## src/rtl/mem_arbiter.sv

```systemverilog
// Two-master round-robin arbiter in front of a pipelined cache port.
// Read responses are routed back in order using a small owner-ID FIFO.
module mem_arbiter #(
    parameter int AW    = 25,
    parameter int DW    = 32,
    parameter int DEPTH = 4
) (
    input  logic              clk,
    input  logic              rst,

    input  logic [AW-1:0]     m0_addr,
    input  logic              m0_read,
    output logic              m0_waitrequest,
    output logic              m0_readdata_valid,

    input  logic [AW-1:0]     m1_addr,
    input  logic [DW/8-1:0]   m1_byte_en,
    input  logic [DW-1:0]     m1_writedata,
    input  logic              m1_read,
    input  logic              m1_write,
    output logic              m1_waitrequest,
    output logic              m1_readdata_valid,

    output logic [DW-1:0]     m_readdata,

    output logic [AW-1:0]     s_addr,
    output logic [DW/8-1:0]   s_byte_en,
    output logic [DW-1:0]     s_writedata,
    output logic              s_read,
    output logic              s_write,
    input  logic [DW-1:0]     s_readdata,
    input  logic              s_readdata_valid,
    input  logic              s_waitrequest,

    output logic              busy_o
);

    localparam int PW = $clog2(DEPTH);
    localparam int CW = PW + 1;
    localparam logic [CW-1:0] FULL_COUNT = CW'(DEPTH);

    typedef enum logic [1:0] {
        ARB_IDLE    = 2'd0,
        ARB_LOCK_M0 = 2'd1,
        ARB_LOCK_M1 = 2'd2
    } arbState_e;

    arbState_e stateQ, stateD;
    logic      lastM1Q, lastM1D;

    logic          ownerMemQ [DEPTH];
    logic [PW-1:0] wrPtrQ, wrPtrD;
    logic [PW-1:0] rdPtrQ, rdPtrD;
    logic [CW-1:0] countQ, countD;

    logic m0Req, m1Req;
    logic fifoFull, fifoEmpty;
    logic grantValid, grantM1;
    logic push, pop;
    logic headOwner;

    assign m0Req     = m0_read;
    assign m1Req     = m1_read | m1_write;
    assign fifoFull  = (countQ == FULL_COUNT);
    assign fifoEmpty = (countQ == '0);

    // A lock only holds while its owner keeps requesting; otherwise normal
    // round-robin applies. lastM1 moves only when the slave accepts.
    always_comb begin
        grantValid = 1'b0;
        grantM1    = 1'b0;
        stateD     = ARB_IDLE;
        lastM1D    = lastM1Q;
        if (!rst && !fifoFull && (m0Req || m1Req)) begin
            grantValid = 1'b1;
            if (stateQ == ARB_LOCK_M0 && m0Req) begin
                grantM1 = 1'b0;
            end else if (stateQ == ARB_LOCK_M1 && m1Req) begin
                grantM1 = 1'b1;
            end else if (m0Req && m1Req) begin
                grantM1 = !lastM1Q;
            end else begin
                grantM1 = m1Req;
            end
            if (s_waitrequest) begin
                stateD = grantM1 ? ARB_LOCK_M1 : ARB_LOCK_M0;
            end else begin
                lastM1D = grantM1;
            end
        end
    end

    always_ff @(posedge clk) begin
        if (rst) begin
            stateQ  <= ARB_IDLE;
            lastM1Q <= 1'b1;
        end else begin
            stateQ  <= stateD;
            lastM1Q <= lastM1D;
        end
    end

    always_comb begin
        s_addr         = grantM1 ? m1_addr : m0_addr;
        s_byte_en      = grantM1 ? m1_byte_en : '0;
        s_writedata    = grantM1 ? m1_writedata : '0;
        s_read         = grantValid && (grantM1 ? m1_read : m0_read);
        s_write        = grantValid && grantM1 && m1_write;
        m0_waitrequest = (grantValid && !grantM1) ? s_waitrequest : 1'b1;
        m1_waitrequest = (grantValid &&  grantM1) ? s_waitrequest : 1'b1;
    end

    // Responses arriving with nothing outstanding are stray and dropped.
    assign push      = s_read && !s_waitrequest;
    assign pop       = !rst && s_readdata_valid && !fifoEmpty;
    assign headOwner = ownerMemQ[rdPtrQ];

    assign m0_readdata_valid = pop && !headOwner;
    assign m1_readdata_valid = pop &&  headOwner;
    assign m_readdata        = s_readdata;
    assign busy_o            = !rst && !fifoEmpty;

    always_comb begin
        wrPtrD = wrPtrQ;
        rdPtrD = rdPtrQ;
        countD = countQ;
        if (push) begin
            wrPtrD = wrPtrQ + PW'(1);
        end
        if (pop) begin
            rdPtrD = rdPtrQ + PW'(1);
        end
        case ({push, pop})
            2'b10:   countD = countQ + CW'(1);
            2'b01:   countD = countQ - CW'(1);
            default: countD = countQ;
        endcase
    end

    always_ff @(posedge clk) begin
        if (rst) begin
            wrPtrQ <= '0;
            rdPtrQ <= '0;
            countQ <= '0;
        end else begin
            wrPtrQ <= wrPtrD;
            rdPtrQ <= rdPtrD;
            countQ <= countD;
            if (push) begin
                ownerMemQ[wrPtrQ] <= grantM1;
            end
        end
    end

endmodule

```

## config.mk

```make
export PLATFORM = sky130hd
export DESIGN_NAME = mem_arbiter
export DESIGN_NICKNAME = d
export VERILOG_FILES = /design/src/rtl/mem_arbiter.sv
export SDC_FILE = /design/constraint.sdc
export NUM_CORES = 1
export LEC_CHECK = 0
export ABC_AREA = 1
export BUFFER_PORTS_ARGS = -buffer_cell sky130_fd_sc_hd__buf_4
export CAP_MARGIN = 5
export CELL_PAD_IN_SITES_DETAIL_PLACEMENT = 0
export CELL_PAD_IN_SITES_GLOBAL_PLACEMENT = 1
export CORE_AREA = 2 2 90 113
export DETAILED_ROUTE_END_ITERATION = 16
export DIE_AREA = 0 0 92 115
export PLACE_DENSITY_LB_ADDON = 0.3
export SETUP_SLACK_MARGIN = 0.15
export SYNTH_ARGS = -nofsm -noshare
export SYNTH_HDL_FRONTEND = slang
export SYNTH_SLANG_ARGS = --single-unit
```

## constraint.sdc

```tcl
create_clock -name clk -period 3.1 [get_ports clk]
set_clock_uncertainty 0.1 [all_clocks]
set_input_delay 0.62 -clock clk [delete_from_list [all_inputs] [get_ports clk]]
set_output_delay 0.62 -clock clk [all_outputs]
set_load 0.01 [all_outputs]
```

# Word level (Yosys, flattened, before mapping)
# Memory sizes are Yosys's and may differ from the RTL's. A register that Yosys moved wholly into a read port is not among the register bits.
# Index checks and enable logic that the tools add are counted.
totals:
  ramBits: 4
  in_bits: 125
  out_inout_bits: 100
  reg_bits: 10
  memories: 1
memory_table:
  columns: ["name", "words", "width", "read_ports", "rd_ports_with_merged_regs", "write_ports", "line", "text"]
  rows:
  - ["ownerMemQ", 4, 1, 1, 1, 1, "51", "logic ownerMemQ [DEPTH];"]
classes:
  n_mux: 19
  n_addsub: 4
  bitwise: 3
  n_eq_ne: 5
  n_reduce_logical: 27
op_table:
  columns: ["operator", "n"]
  rows:
  - ["two-way mux 32 bit", 1]
  - ["two-way mux 25 bit", 1]
  - ["logical AND 1 bit", 15]
  - ["two-way mux 1 bit", 12]
  - ["zero test 1 bit", 7]
  - ["two-way mux 2 bit", 3]
  - ["one-hot mux 3 bit (2 select lines)", 1]
  - ["adder 2 x 1 -> 2 bit (second input constant)", 2]
  - ["equality test 2 x 1 -> 1 bit (second input constant)", 2]
  - ["equality test 2 bit (second input constant)", 2]
  - ["two-way mux 4 bit", 1]
  - ["adder 3 x 1 -> 3 bit (second input constant)", 1]
  - ["equality test 3 bit (second input constant)", 1]
  - ["zero test 3 bit", 1]
  - ["OR reduction 3 bit", 1]
  - ["subtractor 3 x 1 -> 3 bit (second input constant)", 1]
  - ["inverter 1 bit", 2]
  - ["AND reduction 2 bit", 1]
  - ["nonzero test 2 bit", 1]
  - ["logical OR 1 bit", 1]
  - ["bitwise OR 1 bit", 1]

# Longest topological paths before layout
# Gate-level depths: netlist (run 1).
logic_depth:
  ltp_word: 13
  ltp_mapped: 15
  depth_no_buf: 15

# Worst setup path before layout (run 1)
# Ideal clock, no wire load.
synth_path:
  path_type: "in2reg"
  start: "in m1_write"
  end: "reg countQ[2]"
  path_slack_ns: 0.708
  stages: 14
  setup_time_ns: 0.122
  t_arrival_ns: 2.170
  path_buffers: 0
  cell_sequence: "inv_1 -> nand3_1 -> nand3_4 -> inv_1 -> o21ai_1 -> nor2_1 -> inv_2 -> ha_1 -> inv_1 -> fa_1 -> a21oi_1 -> o21ai_0 -> o21ai_0 -> a21oi_1"
synth_via:
  elab_chain_cells: 12
  word_cells_on_any_way: 18
synth_lines:
  columns: ["element", "line", "text"]
  rows:
  - ["start, declared", "20", "input logic m1_write,"]
  - ["bitwise OR 1 bit (*)", "63", "assign m1Req = m1_read | m1_write;"]
  - ["logical AND 1 bit", "80", "end else if (m0Req && m1Req) begin"]
  - ["two-way mux 1 bit", "80", null]
  - ["two-way mux 1 bit", "78", "end else if (stateQ == ARB_LOCK_M1 && m1Req) begin"]
  - ["two-way mux 1 bit", "76", "if (stateQ == ARB_LOCK_M0 && m0Req) begin"]
  - ["two-way mux 1 bit (2 in a row)", "74", "if (!rst && !fifoFull && (m0Req || m1Req)) begin"]
  - ["two-way mux 1 bit", "107", "s_read = grantValid && (grantM1 ? m1_read : m0_read);"]
  - ["logical AND 1 bit (*)", "107", null]
  - ["logical AND 1 bit (*)", "114", "assign push = s_read && !s_waitrequest;"]
  - ["equality test 2 x 1 -> 1 bit or equality test 2 bit (tied branches)", "133", "case ({push, pop})"]
  - ["one-hot mux 3 bit (2 select lines) or nonzero test 2 bit (tied branches)", null, null]
  - ["end signal, assigned", "148", "countQ <= countD;"]
  - ["end, declared", "54", "logic [CW-1:0] countQ, countD;"]
# Every way passes the cells marked *; elsewhere a longest branch is shown, timed or not. The select of a mux whose other input is x is not followed.
# A chain may end at the register's enable or synchronous reset.

# Worst setup path after layout (run 1)
layout_path:
  start: "in m1_write"
  end: "out s_addr[20]"
layout_via:
  elab_chain_cells: 8
  word_cells_on_any_way: 11
layout_lines:
  columns: ["element", "line", "text"]
  rows:
  - ["bitwise OR 1 bit (*)", "63", null]
  - ["logical AND 1 bit", "80", null]
  - ["two-way mux 1 bit", "80", null]
  - ["two-way mux 1 bit", "78", null]
  - ["two-way mux 1 bit", "76", null]
  - ["two-way mux 1 bit", "74", null]
  - ["two-way mux 1 bit (*)", "74", null]
  - ["two-way mux 25 bit (*)", "104", "s_addr = grantM1 ? m1_addr : m0_addr;"]
  - ["end, declared", "26", "output logic [AW-1:0] s_addr,"]
# Marked as above.

==> metrics.txt, run 1 <==
fraction of layout cells with a size suffix above 1=0.4537; Synth Area in Adders=0.04688; met2 Use GR=0.2049; main combinational cell family by area after synthesis=simple AND/OR/NAND/NOR gates; core area=9509 um2; met3 Use GR=0.03670; number of synthesized register bits=16; max frequency=359.3 MHz; Pleak=1.693 nW; total setup buffers inserted after CTS=0; max cap viols=0; Post-Syn Instances=295; RD Place Congestion=0.7791; detailed-route wire length per cell=10.92 um; worst rel slew slack=0.5272; Buffers on Ports=160; Area Overhead vs Synth=64.13%; clock period minus final worst setup slack=2784 ps; total power=0.8596 mW; Mapped Avg Cell Area=5.972 um2; critical path class=in -> out; Clock Tree Buf Depth=2; # resized after CTS=0; Initial Util=0.1853; Worst Tran Pin Value=709.2 ps; DRT antenna net count=0; Clock Tree Root=clkbuf_16; Final period util=0.8979; detailed placer's ending HPWL=5058 um; H-tree depth=1; crit-path max FO=63; Synth Cell Area=1762 um2; cts-stage hold buffer count=0; Congestion Overflow GR=0; Fin. Hold Viols=0; Final Setup Violations=0; Routed Wire Length=5973 um; vias in the first global route=1879; Die Height=115 um; Worst Hold Class=reg -> reg; clock sink count=16; mux contribution to synthesized area=0; startpoint types=input port; Seq/Total Area, Yosys=0.2045; clock buffers created by TritonCTS=3; yosys synthesis warning count=0; met1 GRT Util=0.09868; Critical Path RT=2380 ps; unrepaired setup endpoints after global routing=false; total I/O pin count=225; Post-route DRC=0; first-pass GRT wire length=8818 um; die width=92 um; arrival time worst endpoint=2060 ps; post-synthesis cell type count=24; CTS tree=built; largest net degree at the start of global routing=64; DIE AREA=10580 um2; initial antenna violation count=0; num rows=40; total negative slack=0 ps; NumNets Final=553; Post-Syn Nets=426; violation count after the first detailed-route iteration=29; n_diodes=0; VDD IR max=0.0001433 V; Synth Area in Compound Gates=0.05540; max-slew violation count=0; gr usage total=0.1038; detailed-router iteration count before antenna repair=4; Synth Area in XOR/XNOR=0; Via density=3.715; clk_lat worst skew=240 ps; Simple-Gate Fraction of Synth Area=0.3743; Top Usage Layer GRT=met2; outcome=complete, no violations; clock slew at reported path FFs=50 ps; routed vias=2032; critical path endpoint category=primary output; PD cells=297.3 nW/um2
## cells in the mapped netlist, drive strengths merged
master   n  area [um2]
nand3    5       42.54
inv     63       239.0
a21oi    9       45.04
fa       1       20.02
a31oi    1       6.260
nor2    56       271.5
dfxtp   12       240.2
buf     40       322.8
ha       5       62.56
o211ai   1       7.510
edfxtp   4       120.1
nor3     1       5.000
o21ai    6       30.02
nand2   90       340.3
a32oi    1       8.760
## cells by family (layout without fill, tap and decap cells)
| family | count (synthesis) | after routing |
|---|---|---|
| AND/OR/NAND/NOR | 152 | 152 |
| buffers and inverters | 103 | 229 |
| AO/OA/AOI/OAI | 18 | 18 |
| flip-flops | 16 | 16 |
| adder cells (fa/ha/maj) | 6 | 6 |
## metrics by stage
step | std cells | setup slack, ps | hold WS, ps | util | cell area, um2
floorplan | 295 | 708.1 | 335.6 | - | 1762
global placement | 543 | 294.6 | 349.8 | 0.2958 | 2813
detailed placement | 543 | 279.0 | 358.6 | 0.2958 | 2813
CTS | 547 | 272.8 | 366.1 | 0.3041 | 2892
global route | 547 | 190.9 | 404.8 | 0.3041 | 2892
finish | 547 | 316.4 | 361.7 | 0.3041 | 2892
## critical path, cell delays in order
cell	delay (ps)
buf_4	110
inv_1	100
nand3_1	130
nand3_4	130
nor2_8	60
inv_4	490
nand2_1	100
nand2_1	140
buf_4	140
## per-layer routing
layer	part of all wire	up-vias
met5	0	-
met4	0.015	0
met3	0.11	14
met2	0.56	85
met1	0.32	864
li1	-	1069
## cell type report
type / count / area [um2]
Clock buffer: 4 / 78.83
Fill cell: 1078 / 6618
Inverter: 63 / 239.0
Multi-Input combinational cell: 176 / 839.6
Sequential cell: 16 / 360.3
Tap cell: 126 / 157.7
Timing Repair Buffer: 162 / 1216
## final timing paths
kind,from,endpoint,slack [ps],cells past startpoint
max,m1_write,s_addr[20],320,9
min,rdPtrQ[1]$_SDFFE_PP0P_,flip-flop,360,2
max reg2reg,countQ[0]$_SDFFE_PP0P_,countQ[2]$_SDFFE_PP0P_,750,14
min reg2reg,rdPtrQ[1]$_SDFFE_PP0P_,flip-flop,360,2
## power breakdown
| group | internal (mW) | switching [mW] | leakage (nW) |
|---|---|---|---|
| Clock | 0.174 | 0.0754 | 0.0382 |
| Combinational | 0.195 | 0.182 | 1.52 |
| Sequential | 0.226 | 0.00721 | 0.134 |
| Total | 0.595 | 0.265 | 1.69 |
## placed cells by master, fill, tap and decap left out, drive strengths merged
master and n:
dfxtp 12, ha 5, inv 63, nor3 1
edfxtp 4, buf 162, o21ai 6, a31oi 1
a21oi 9, fa 1, nor2 56, o211ai 1
a32oi 1, nand2 90, nand3 5, clkbuf 4
Note: power is estimated with default switching activity, not from simulation.
==> inputs of run 2 (changes only) <==
--- a/config.mk
+++ b/config.mk
@@ -13,7 +13,7 @@
 export CORE_AREA = 2 2 90 113
 export DETAILED_ROUTE_END_ITERATION = 16
 export DIE_AREA = 0 0 92 115
-export PLACE_DENSITY_LB_ADDON = 0.3
+export PLACE_DENSITY_LB_ADDON = 0.1
 export SETUP_SLACK_MARGIN = 0.15
 export SYNTH_ARGS = -nofsm -noshare
 export SYNTH_HDL_FRONTEND = slang
==> run 2 against run 1 <==
Against the previous run: fmax grew 6.5%; final cell count grew 0.55%; first-iteration DRC count grew 17%; sequential power is essentially flat; global-route usage grew 0.64 points; sequential share of layout area shrank 0.24 points; critical path depth grew 1; critical endpoint is now s_addr[11]; largest cell class unchanged.
==> metrics.txt, run 2 (same netlist as run 1, synthesis figures left out) <==
clk_lat worst skew=250 ps; clock period minus final worst setup slack=2615 ps; largest net degree at the start of global routing=31; Reg power frac=0.258; cts-stage hold buffer count=0; Critical Path RT=2380 ps; clock slew at reported path FFs=50 ps; first-pass GRT wire length=9177 um; max-slew violation count=0; Clock Tree Root=clkbuf_16; total negative slack=0 ps; arrival time worst endpoint=1890 ps; detailed-router iteration count before antenna repair=4; NumNets Final=556; Area Overhead vs Synth=67.40%; Worst Tran Pin Value=339.8 ps; Clock power frac=0.310; clock sink count=16; most common cell after layout, fill and taps aside=buf_4; fraction of layout cells with a size suffix above 1=0.4599; CP delay by family, top=buffers and inverters; core area=9509 um2; H-tree depth=1; Routed Wire Length=6226 um; most frequent cells in the layout=buf_4, nand2_1, inv_1; Placed Instance Area=2860 um2; clock buffers created by TritonCTS=3; utilization after layout=0.3101; die width=92 um; Int Pwr=0.6259 mW; Congestion Overflow GR=0; initial antenna violation count=0; total power=0.9028 mW; Via density=3.760; CP Cell Sequence=buf_4 -> inv_1 -> nand3_1 -> nand3_4 -> nor2_8 -> inv_4 -> buf_12 -> nand2_1 -> nand2_1 -> buf_4; pre-CTS setup slack=370.2 ps; violation count after the first detailed-route iteration=34; Finished Layout Cells=550; Post-Place Cells=546; Comb pwr share=0.433; DRT antenna net count=0; max frequency=382.5 MHz; Clock Tree Buf Depth=2; max cap viols=0; critical path endpoint category=primary output; Post-route DRC=0; Worst Hold Class=reg -> reg; unrepaired setup endpoints after global routing=false; num rows=40; fillcell total=1081; Final period util=0.8434; routed vias=2068; DIE AREA=10580 um2; WP buf/inv=5; crit-path max FO=24; startpoint types=input port; gr usage total=0.1102; vias in the first global route=1894; PD cells=306.1 nW/um2; detailed placer's ending HPWL=5349 um; Psw=0.2769 mW; Sw Share=0.3067; detailed-route wire length per cell=11.32 um; Initial Util=0.1853; Die Height=115 um; worst rel slew slack=0.7724; n_diodes=0; outcome=complete, no violations; Fin. Hold Viols=0; Pleak=1.724 nW; CTS tree=built; worst setup margin=485.3 ps; slowest CP cell=inv_4; Buffers on Ports=160; Final Setup Violations=0; total setup buffers inserted after CTS=0; # resized after CTS=0; slowest cell delay on critical path=260 ps; WHS=359.7 ps; RD Place Congestion=0.7244; total I/O pin count=225; VDD IR max=0.0001322 V; critical path class=in -> out; fin area=2949 um2
[run 2: metal layers]
metal / GRT usage / wire (um) / part of all wire / vias to the layer above
li1: - / - / - / 1078
met5: 0 / 0 / 0 / -
met4: 0.04279 / 108 / 0.017 / 0
met1: 0.1030 / 2048 / 0.33 / 880
met2: 0.2172 / 3438 / 0.55 / 97
met3: 0.03932 / 632 / 0.10 / 13
[run 2: final timing paths]
path / from / end / slack (ps) / cells after the start
worst max-delay path: m1_write / s_addr[11] / 490 / 10
worst max register to register: countQ[0]$_SDFFE_PP0P_ / countQ[2]$_SDFFE_PP0P_ / 790 / 14
worst min register to register: rdPtrQ[1]$_SDFFE_PP0P_ / rdPtrQ[1]$_SDFFE_PP0P_ / 360 / 2
worst min-delay path: rdPtrQ[1]$_SDFFE_PP0P_ / rdPtrQ[1]$_SDFFE_PP0P_ / 360 / 2
[run 2: worst register-to-register path: stages, from the launching register on]
cell and delay [ps]:
dfxtp_1 310, inv_1 140, nand3_2 120, nand3_4 150, inv_1 70, o21ai_1 80, nor2_1 90, inv_2 90
ha_1 150, inv_1 70, fa_1 380, a21oi_1 140, o21ai_0 110, o21ai_0 160, a21oi_1 50
[run 2: layout make-up]
class                   instances  area, um2  share of cell area
inverters                      63      239.0             0.08104
clock buffers                   4      88.84             0.03012
multi-input cells             176      839.6              0.2847
flip-flops and latches         16      360.3              0.1222
repair buffers                165       1264              0.4285
well taps                     126      157.7             0.05346
[run 2: power by group through the flow]
stage	registers, mW	clock network, mW	logic, mW
finish	0.232	0.280	0.391
floorplan	0.235	0	0.224
CTS	0.233	0.285	0.400
global placement	0.237	0	0.400
detailed placement	0.237	0	0.399
global route	0.234	0.296	0.434
